===== src/rtl/pipeline_ctrl.sv =====
// Pipeline hazard controller: load-use interlock, data-memory wait, branch redirect
// and instruction-fetch stall, with a saturating count of cycles in which the PC is held.
//
// state      | meaning
// -----------+-------------------------------------------------------------
// RUN        | normal issue; hazards checked in priority order
// LOAD_STALL | single bubble after a load-use hit; load-use check suppressed
// MEM_WAIT   | MEM stage waiting on data memory; pipeline frozen
// REDIRECT   | branch taken last cycle; fetch of the new target in progress
module pipeline_ctrl #(
    parameter int RegAddrWidth = 5,
    parameter int CntWidth     = 16
) (
    input  logic                    clock,
    input  logic                    reset,
    input  logic [RegAddrWidth-1:0] id_rs1,
    input  logic [RegAddrWidth-1:0] id_rs2,
    input  logic [RegAddrWidth-1:0] ex_rd,
    input  logic                    ex_mem_read,
    input  logic                    ex_branch_taken,
    input  logic                    mem_access,
    input  logic                    imem_ready,
    input  logic                    dmem_ready,
    input  logic                    clear_count,
    output logic                    pc_en,
    output logic                    if_id_en,
    output logic                    ex_mem_en,
    output logic                    if_id_flush,
    output logic                    id_ex_flush,
    output logic [1:0]              state,
    output logic [CntWidth-1:0]     stall_count
);

    typedef enum logic [1:0] {
        RUN        = 2'd0,
        LOAD_STALL = 2'd1,
        MEM_WAIT   = 2'd2,
        REDIRECT   = 2'd3
    } state_t;

    localparam logic [CntWidth-1:0] CntMax = '1;
    localparam logic [CntWidth-1:0] CntOne = {{(CntWidth-1){1'b0}}, 1'b1};

    state_t                r_state;
    state_t                w_next;
    logic [CntWidth-1:0]   r_stall_count;
    logic                  w_load_use;
    logic                  w_dstall;
    logic                  w_pc_en;
    logic                  w_if_id_en;
    logic                  w_ex_mem_en;
    logic                  w_if_id_flush;
    logic                  w_id_ex_flush;

    assign w_load_use = ex_mem_read && (ex_rd != '0) &&
                        ((ex_rd == id_rs1) || (ex_rd == id_rs2));
    assign w_dstall   = mem_access && !dmem_ready;

    always_comb begin
        w_pc_en       = 1'b1;
        w_if_id_en    = 1'b1;
        w_ex_mem_en   = 1'b1;
        w_if_id_flush = 1'b0;
        w_id_ex_flush = 1'b0;
        w_next        = r_state;

        case (r_state)
            RUN, LOAD_STALL: begin
                w_next = RUN;
                if (w_dstall) begin
                    w_pc_en       = 1'b0;
                    w_if_id_en    = 1'b0;
                    w_ex_mem_en   = 1'b0;
                    w_id_ex_flush = 1'b1;
                    w_next        = MEM_WAIT;
                end else if (ex_branch_taken) begin
                    w_if_id_flush = 1'b1;
                    w_id_ex_flush = 1'b1;
                    w_next        = REDIRECT;
                end else if (w_load_use && (r_state == RUN)) begin
                    w_pc_en       = 1'b0;
                    w_if_id_en    = 1'b0;
                    w_id_ex_flush = 1'b1;
                    w_next        = LOAD_STALL;
                end else if (!imem_ready) begin
                    w_pc_en       = 1'b0;
                    w_if_id_flush = 1'b1;
                end
            end
            MEM_WAIT: begin
                if (w_dstall) begin
                    w_pc_en       = 1'b0;
                    w_if_id_en    = 1'b0;
                    w_ex_mem_en   = 1'b0;
                    w_id_ex_flush = 1'b1;
                end else begin
                    w_next = RUN;
                end
            end
            REDIRECT: begin
                if (w_dstall) begin
                    w_pc_en       = 1'b0;
                    w_if_id_en    = 1'b0;
                    w_ex_mem_en   = 1'b0;
                    w_id_ex_flush = 1'b1;
                end else begin
                    w_if_id_flush = 1'b1;
                    w_pc_en       = imem_ready;
                    w_next        = RUN;
                end
            end
            default: w_next = RUN;
        endcase
    end

    // Reset holds the pipeline frozen and bubbled regardless of state.
    always_comb begin
        pc_en       = w_pc_en;
        if_id_en    = w_if_id_en;
        ex_mem_en   = w_ex_mem_en;
        if_id_flush = w_if_id_flush;
        id_ex_flush = w_id_ex_flush;
        if (!reset) begin
            pc_en       = 1'b0;
            if_id_en    = 1'b0;
            ex_mem_en   = 1'b0;
            if_id_flush = 1'b1;
            id_ex_flush = 1'b1;
        end
    end

    always_ff @(posedge clock or negedge reset) begin
        if (!reset) begin
            r_state       <= RUN;
            r_stall_count <= '0;
        end else begin
            r_state <= w_next;
            if (clear_count) begin
                r_stall_count <= '0;
            end else if (!w_pc_en && (r_stall_count != CntMax)) begin
                r_stall_count <= r_stall_count + CntOne;
            end
        end
    end

    assign state       = r_state;
    assign stall_count = r_stall_count;

endmodule


===== config.mk =====
export PLATFORM = sky130hd
export DESIGN_NAME = pipeline_ctrl
export DESIGN_NICKNAME = d
export VERILOG_FILES = /design/src/rtl/pipeline_ctrl.sv
export SDC_FILE = /design/constraint.sdc
export NUM_CORES = 1
export LEC_CHECK = 0
export ABC_AREA = 1
export BUFFER_PORTS_ARGS = -buffer_cell sky130_fd_sc_hd__buf_4
export CAP_MARGIN = 20
export CORE_MARGIN = 4
export CORE_UTILIZATION = 46
export CTS_CLUSTER_DIAMETER = 60
export CTS_CLUSTER_SIZE = 24
export DETAILED_ROUTE_END_ITERATION = 7
export MAX_ROUTING_LAYER = met4
export PLACE_DENSITY = 0.82
export SLEW_MARGIN = 20
export SYNTH_ARGS = -nofsm -noshare
export SYNTH_HDL_FRONTEND = slang
export SYNTH_SLANG_ARGS = --single-unit

===== constraint.sdc =====
create_clock -name clock -period 1.6 [get_ports clock]
set_clock_uncertainty 0.05 [all_clocks]
set_input_delay 0.24 -clock clock [delete_from_list [all_inputs] [get_ports clock]]
set_output_delay 0.24 -clock clock [all_outputs]
set_load 0.03 [all_outputs]

==> results of run 1 <==
## cell type report
type	instances	area, µm²
clock buffers	4	36.28
multi-input cells	156	915.9
inverters	42	157.7
repair buffers	74	584.3
fillers	231	820.8
well taps	44	55.05
flip-flops and latches	18	457.9
## worst min-delay path by stage
stage,start,end,slack [ps],cells after the start
after floorplan,reset,stall_count[0],-110,0
after global placement,reset,state[0],210,2
after detailed placement,reset,state[0],220,2
after CTS,dmem_ready,state[1],250,4
after global routing,ex_mem_read,state[0],320,5
final,ex_mem_read,state[0],310,5
## kinds of logic after synthesis
family / after synthesis
adder cells (fa/ha/maj): 1
flip-flops: 18
XOR/XNOR: 16
buffers and inverters: 48
AND/OR/NAND/NOR: 135
AO/OA/AOI/OAI: 4
## power by group
group | switching [µW] | internal, µW
combinational | 209 | 164
clock | 153 | 139
sequential | 12.1 | 468
## registers in the layout, indices dropped and copies added (netlist names)
| register | flops |
|---|---|
| stall_count | 16 |
| state | 2 |
## routing by layer
metal  track usage, %  up-vias  routed length (µm)  share of wire (%)
met5                -        -                   0                  0
met4            10.03        0                  74                1.7
met3            5.097        8                 292                6.8
met2            38.97       66                2179                 51
met1            27.15      801                1758                 41
li1                 -      861                   -                  -
## metrics by stage
step	instance area [µm²]	utilization, %
detailed placement	2018	66.65
global route	2207	72.89
global placement	2018	66.65
floorplan	1500	-
CTS	2168	71.61
finish	2207	72.89
## cell usage after synthesis, drive strengths merged
cell    instances  area, µm²
a31oi           1      6.260
xor2           12      105.1
o311ai          1      8.760
nor2           20      80.07
a21oi           1      5.000
nand2          60      235.2
buf             6      33.78
ha              1      12.51
nor3            4      20.02
or2             1      6.260
o21ai           1      5.000
nand4          20      125.1
dfrtp          18      450.4
and3            1      6.260
xnor2           4      35.03
inv            42      157.7
nand3          29      157.7
## what timing repair did
action | CTS | global route
endpoints found under the setup margin | 20 | 20
pin swaps | 7 | 18
hold buffers | 1 | 0
buffers inserted | 4 | 2
hold endpoints to repair | 18 | 0
resized for setup | 18 | 8
## worst reg2reg max path, cell delays in order (launching register included)
cell and delay (ps):
dfrtp_2 410, ha_4 150, nand2_4 50, nor2_4 80
nand4_1 140, nor2_2 210, nand3_4 160, buf_6 170
nand4_1 90, nand2_1 60
==> impl_metrics.py, run 1 <==
metrics = {
    "yosys": {
        "yosys.area_share.adder_pct": 0.8628,
        "synth.area.mux_share_pct": 0,
        "ys_ff_latch": 18,
        "synth_cells": 222,
        "netlist_area_um2": 1450,
        "synth_top_family_by_area": "simple AND/OR/NAND/NOR gates",
        "synth_compound_area_share_pct": 1.726,
        "seq_area_frac_synth_pct": 31.06,
        "synthXorXnorAreaFrac_pct": 9.664,
        "ys_types": 23,
        "synthSimpleGateAreaFrac_pct": 43.49,
        "syn-num-nets": 246,
        "postSynthAreaPerCell_um2": 6.532,
        "yosys_warnings": 0,
    },
    "worst_setup_path": {
        "start_kind": "flop",
        "cp_slowest_stage_delay_ps": 430,
        "cp.arrival_ps": 1420,
        "worstSetupPathType": "reg2out",
        "timing.rr.start": "stall_count[0]",
        "cp_top_family": "simple AND/OR/NAND/NOR gates",
        "rr_worst_depth": 9,
        "crit_start": "state[1]",
        "worstPathMaxFanout": 4,
        "cp_num_cells": 7,
        "cp-end-kind": "primary output",
        "critPathSlowestCell": "dfrtp_2",
        "cp-endpoint": "pc_en",
        "path_buf_inv": 2,
        "critPathRequiredTime_ps": 1310,
        "path_cells": "or2_4, nand3_2, nand2_2, inv_2, nand2_4, nor2_4, buf_6",
        "rrSetupSlack_ps": -80,
        "r2r_end": "stall_count[11]",
    },
    "status": {
        "violations": "setup timing",
        "outcome": "finished, violations left",
    },
    "timing": {
        "slew_headroom_pct": 78.40,
        "setup_viol": 20,
        "fin_ws_ps": -110.9,
        "period_share_pct": 106.9,
        "worst_slew_pin_slew_ps": 321.5,
        "slew_violations": 0,
        "fin_crit_ps": 1711,
        "finalHoldViolCount": 0,
        "fin_setup_tns_ps": -1235,
        "rsz0062_at_grt": "true",
        "hold_slack_ps": 307.4,
        "max_freq_mhz": 584.5,
    },
    "pwr": {
        "max-vdd-ir-drop_mv": 0.4920,
        "power_leakage_uw": 0.001270,
        "power_uw": 1144,
        "power_density_nw_per_um2": 518.5,
    },
    "die": {
        "die_w_um": 64.15,
        "start_util_pct": 47.89,
        "die-area_um2": 4115,
        "row_count": 20,
        "ioPinCount": 46,
        "die_y_um": 64.15,
        "core_area_um2": 3028,
    },
    "detailed_routing": {
        "antenna_left": 0,
        "avgRoutedWirePerCell_um": 12.74,
        "via_per_inst": 5.136,
        "vias": 1736,
        "drt_wl_total_mm": 4.305,
        "drc": 0,
        "drt-pass1-iter-count": 4,
        "first_iter_violations": 83,
    },
    "run": {
        "max_cap_viol_count": 0,
    },
    "cells_and_area": {
        "drive_gt1_share_pct": 36.05,
        "fin_cells": 338,
        "final_cell_mix": "66 x buf_4, 53 x nand2_1, 38 x inv_1, 24 x nand3_1, 20 x nand4_1",
        "syn2layout_area_growth_pct": 52.20,
        "antennaDiodeCount": 0,
        "final_common_cell": "buf_4",
        "fin_nets": 319,
    },
    "grt": {
        "grt_use_total_pct": 23.39,
        "antenna_found_initial": 0,
        "grt_pass1_wl_mm": 7.355,
        "overflow": 0,
        "grt_max_degree": 33,
        "grt_pass1_vias": 1674,
    },
    "clock_network": {
        "clock_latency_ps": 310,
        "cts_buffer_depth": 2,
        "clkSinkCount": 18,
        "cts_buffers": 3,
        "root_buffer": "clkbuf_4",
        "htreeDepth": 1,
        "clk_pin_slew_ps": 100,
        "cts_tree": "built",
    },
    "placed_design": {
        "gp_congestion": 0.8935,
        "port_buffers": 45,
        "post-dp-hpwl_mm": 2.967,
        "place_ws_ps": -25.64,
        "dp_cells": 327,
    },
    "min_path": {
        "min_path_type": "in2reg",
    },
}
Note: power is estimated with default switching activity, not from simulation.
==> run 2, diff against run 1 <==
--- a/config.mk
+++ b/config.mk
@@ -6,15 +6,18 @@
 export NUM_CORES = 1
 export LEC_CHECK = 0
 export ABC_AREA = 1
-export BUFFER_PORTS_ARGS = -buffer_cell sky130_fd_sc_hd__buf_4
+export BUFFER_PORTS_ARGS = -buffer_cell sky130_fd_sc_hd__buf_2
 export CAP_MARGIN = 20
+export CELL_PAD_IN_SITES_DETAIL_PLACEMENT = 1
+export CELL_PAD_IN_SITES_GLOBAL_PLACEMENT = 1
 export CORE_MARGIN = 4
-export CORE_UTILIZATION = 46
+export CORE_UTILIZATION = 31
 export CTS_CLUSTER_DIAMETER = 60
 export CTS_CLUSTER_SIZE = 24
 export DETAILED_ROUTE_END_ITERATION = 7
 export MAX_ROUTING_LAYER = met4
-export PLACE_DENSITY = 0.82
+export PLACE_DENSITY = 0.81
+export RECOVER_POWER = 50
 export SLEW_MARGIN = 20
 export SYNTH_ARGS = -nofsm -noshare
 export SYNTH_HDL_FRONTEND = slang
==> impl_metrics.py, run 2 (synthesized netlist as in run 1, its figures left out) <==
metrics = {
    "clock_network": {
        "cts_buffers": 3,
        "htreeDepth": 1,
        "clkSinkCount": 18,
        "clock_latency_ps": 250,
        "cts_tree": "built",
        "clk_pin_slew_ps": 70,
        "root_buffer": "clkbuf_8",
        "cts_buffer_depth": 2,
    },
    "die": {
        "die-area_um2": 5836,
        "start_util_pct": 32.63,
        "core_area_um2": 4444,
        "row_count": 24,
        "die_w_um": 76.40,
        "ioPinCount": 46,
        "die_y_um": 76.40,
    },
    "detailed_routing": {
        "wl_met2_mm": 2.539,
        "first_iter_violations": 80,
        "drc": 0,
        "vias": 1729,
        "antenna_left": 0,
        "top_layer": "met4",
        "avgRoutedWirePerCell_um": 14.55,
        "drt-pass1-iter-count": 4,
        "via_per_inst": 5.012,
        "met1_length_mm": 2.283,
        "wl_met3_um": 106,
        "drt_wl_total_mm": 5.021,
    },
    "worst_setup_path": {
        "cp-end-kind": "primary output",
        "critPathSlowestCell": "dfrtp_2",
        "worstPathMaxFanout": 3,
        "path_cells": "nor2_2, nand3_2, inv_2, nand3_4, buf_6, nand2_2, inv_2, buf_6",
        "worstSetupPathType": "reg2out",
        "start_kind": "flop",
        "critPathRequiredTime_ps": 1310,
        "cp_slowest_stage_delay_ps": 420,
        "cp.arrival_ps": 1440,
    },
    "timing": {
        "fin_ws_ps": -132.9,
        "finalHoldViolCount": 0,
        "fin_crit_ps": 1733,
        "hold_slack_ps": 360.4,
        "rsz0062_at_grt": "true",
        "setup_viol": 20,
        "slew_headroom_pct": 68.76,
        "worst_slew_pin_slew_ps": 468.5,
        "max_freq_mhz": 577.1,
        "slew_violations": 0,
        "period_share_pct": 108.3,
    },
    "pwr": {
        "power_leakage_uw": 0.001253,
        "max-vdd-ir-drop_mv": 0.2994,
        "power_density_nw_per_um2": 562.5,
    },
    "placed_design": {
        "port_buffers": 45,
        "gp_congestion": 0.8039,
        "post-dp-hpwl_mm": 3.530,
        "place_area_um2": 1943,
        "place_ws_ps": -36.62,
    },
    "cells_and_area": {
        "largest_register_ffs": 16,
        "final_cell_mix": "54 x nand2_1, 40 x buf_2, 38 x inv_1, 23 x nand3_1, 22 x buf_4",
        "fin_area_um2": 2137,
        "final_common_cell": "nand2_1",
        "syn2layout_area_growth_pct": 47.37,
        "antennaDiodeCount": 0,
        "fin_nets": 318,
        "drive_gt1_share_pct": 35.49,
    },
    "status": {
        "outcome": "finished, violations left",
        "violations": "setup timing",
    },
    "run": {
        "max_cap_viol_count": 0,
    },
    "min_path": {
        "min_path_type": "in2reg",
    },
    "grt": {
        "overflow": 0,
        "grt_max_degree": 33,
        "grt_pass1_vias": 1761,
        "grt_pass1_wl_mm": 8.383,
        "grt_use_total_pct": 17.75,
        "antenna_found_initial": 0,
    },
}
run 2: changes by cell type in the layout (fill, tap and decap cells not counted), sizes merged:
cell,change
buf,-3
clkbuf,+2
run 2: worst paths after layout:
check	start	to	slack (ps)	depth (start not counted)
worst max-delay path	state[1]	if_id_en	-130	8
worst min-delay path	dmem_ready	state[1]	360	4
worst max register to register	stall_count[0]	stall_count[5]	-80	9
worst min register to register	stall_count[14]	stall_count[14]	570	2
max in group asynchronous	reset	stall_count[1]	430	3
min in group asynchronous	reset	state[0]	730	3
run 2: through the flow:
stage | cells | total power, µW | utilization (%) | TNS, ps
after floorplan | 222 | 660.6 | - | -2624
after global placement | 337 | 770.5 | 43.72 | -34.29
after detailed placement | 337 | 779.4 | 43.72 | -376.6
after CTS | 345 | 1198 | 47.38 | -313.6
after global routing | 345 | 1270 | 48.09 | -2779
final | 345 | 1202 | 48.09 | -1113
run 2: area by class of cell:
type                            count  area (µm²)
Inverter                           42       157.7
Clock buffer                        4       55.05
Fill cell                         606        2307
Multi-Input combinational cell    156       918.4
Timing Repair Buffer               73       483.0
Sequential cell                    18       457.9
Tap cell                           52       65.06
run 2: power by group:
| group | switching (µW) | internal [µW] |
|---|---|---|
| Clock | 158 | 218 |
| Combinational | 215 | 131 |
| Sequential | 12.1 | 468 |
| Total | 385 | 817 |
run 2: timing repair:
action / CTS / global route
resized for setup: 22 / 9
buffers inserted: 3 / 0
hold buffers: 1 / 0
pin swaps: 18 / 8
cloned: 0 / 0
endpoints found under the hold margin: 18 / 0
endpoints found under the setup margin: 20 / 20
run 2: layer usage:
metal  vias to the layer above  global-route usage [%]
li1                        845                       -
met1                       849                   22.29
met2                        27                   30.05
met3                         8                   2.128
met4                         0                   5.072
met5                         -                       -
run 2: critical path, delay by kind of cell, from the launching register on:
family                 cells  cell delay [ps]
AND/OR/NAND/NOR            4              380
buffers and inverters      4              380
flip-flops                 1              420
==> run 3, diff against run 2 <==
--- a/config.mk
+++ b/config.mk
@@ -10,6 +10,7 @@
 export CAP_MARGIN = 20
 export CELL_PAD_IN_SITES_DETAIL_PLACEMENT = 1
 export CELL_PAD_IN_SITES_GLOBAL_PLACEMENT = 1
+export CORE_ASPECT_RATIO = 1.5
 export CORE_MARGIN = 4
 export CORE_UTILIZATION = 31
 export CTS_CLUSTER_DIAMETER = 60
==> impl_metrics.py, run 3 (synthesized netlist as in run 1, its figures left out) <==
metrics = {
    "status": {
        "outcome": "finished, violations left",
        "violations": "setup timing",
    },
    "timing": {
        "slew_violations": 0,
        "max_freq_mhz": 591.1,
        "period_share_pct": 105.7,
        "fin_ws_ps": -91.81,
        "worst_slew_pin_slew_ps": 462.5,
        "finalHoldViolCount": 0,
        "rsz0062_at_grt": "true",
        "hold_slack_ps": 272.0,
        "setup_viol": 19,
        "slew_headroom_pct": 69.17,
        "fin_setup_tns_ps": -1250,
        "fin_crit_ps": 1692,
    },
    "cells_and_area": {
        "largest_register_ffs": 16,
        "final_cell_mix": "56 x nand2_1, 41 x buf_2, 40 x inv_1, 23 x nand3_1, 21 x buf_4",
        "antennaDiodeCount": 0,
        "final_common_cell": "nand2_1",
        "syn2layout_area_growth_pct": 45.99,
        "drive_gt1_share_pct": 34.59,
        "final_util_pct": 46.61,
        "fin_nets": 317,
    },
    "min_path": {
        "min_path_type": "in2reg",
        "min-delay-start": "dmem_ready",
        "holdPathEnd": "state[1]",
        "min_delay_path_depth": 4,
    },
    "clock_network": {
        "cts_tree": "built",
        "root_buffer": "clkbuf_8",
        "clkSinkCount": 18,
        "htreeDepth": 1,
        "clock_latency_ps": 270,
        "cts_buffers": 3,
        "cts_buffer_depth": 2,
        "clk_pin_slew_ps": 80,
    },
    "pwr": {
        "power_uw": 1204,
        "power_leakage_uw": 0.001245,
        "max-vdd-ir-drop_mv": 0.4079,
        "power_density_nw_per_um2": 568.8,
    },
    "worst_setup_path": {
        "cp.arrival_ps": 1800,
        "start_kind": "flop",
        "rrSetupSlack_ps": -90,
        "worstSetupPathType": "reg2reg",
        "timing.rr.start": "stall_count[1]",
        "worstPathMaxFanout": 8,
        "critPathRequiredTime_ps": 1710,
        "rr_worst_depth": 9,
        "r2r_end": "stall_count[9]",
        "cp-end-kind": "flop",
    },
    "placed_design": {
        "port_buffers": 45,
        "gp_congestion": 0.8358,
        "place_ws_ps": -75.63,
        "post-dp-hpwl_mm": 3.890,
    },
    "die": {
        "die_w_um": 63.85,
        "ioPinCount": 46,
        "core_area_um2": 4542,
        "start_util_pct": 31.93,
        "die_y_um": 91.77,
        "row_count": 30,
        "die-area_um2": 5859,
    },
    "detailed_routing": {
        "vias": 1729,
        "via_per_inst": 4.857,
        "drt-pass1-iter-count": 4,
        "avgRoutedWirePerCell_um": 14.24,
        "drc": 0,
        "drt_wl_total_mm": 5.068,
        "antenna_left": 0,
        "first_iter_violations": 41,
    },
    "grt": {
        "antenna_found_initial": 0,
        "grt_pass1_wl_mm": 8.431,
        "grt_max_degree": 33,
        "overflow": 0,
        "grt_pass1_vias": 1870,
        "grt_use_total_pct": 18.54,
    },
    "run": {
        "max_cap_viol_count": 0,
    },
}
## run 3: cell count changes in the layout (fill, tap and decap cells not counted), sizes merged
cell	change
clkbuf	-1
## run 3: cell type report
cell class	instances	area, µm²
fillers	595	2425
clock buffers	4	55.05
inverters	42	157.7
multi-input cells	156	898.4
flip-flops and latches	18	457.9
well taps	64	80.08
repair buffers	72	467.9
## run 3: report_power, final
part,switching [µW],internal (µW)
Sequential,12.4,467
Clock,179,220
Combinational,203,123
Total,394,810
## run 3: how the worst max path moves through the flow
stage / startpoint / end / slack (ps) / cells past startpoint
floorplan: stall_count[0] / stall_count[9] / -190 / 10
global placement: ex_rd[3] / pc_en / -7 / 11
detailed placement: ex_rd[3] / stall_count[15] / -80 / 12
CTS: state[1] / pc_en / -70 / 7
global route: stall_count[1] / stall_count[2] / -190 / 9
finish: stall_count[1] / stall_count[9] / -90 / 9
## run 3: worst max-delay path: stages, from the launching register on
cell and delay (ps):
dfrtp_2 390, ha_4 160, nand2_4 60, nor2_4 90
nand4_1 140, nor2_2 210, nand3_4 160, buf_6 190
nand4_1 80, nand2_1 50
## run 3: what timing repair did
item,in CTS,in global routing
hold buffers,1,0
hold endpoints to repair,18,0
setup endpoints to repair,18,20
gates resized for setup,18,8
pin swaps,6,19
setup buffers,1,2
## run 3: metal layers
metal  track usage (%)  wire [µm]  up-vias
li1                  -          -      843
met4             5.586        108        0
met3             1.838        186        9
met1             17.72       1823      837
met5                 -          0        -
met2             37.45       2950       40
## run 3: metrics by stage
stage	instance area [µm²]	instances
final	2117	356
after detailed placement	1946	349
after global routing	2117	356
after floorplan	1500	222
after global placement	1946	349
after CTS	2066	354
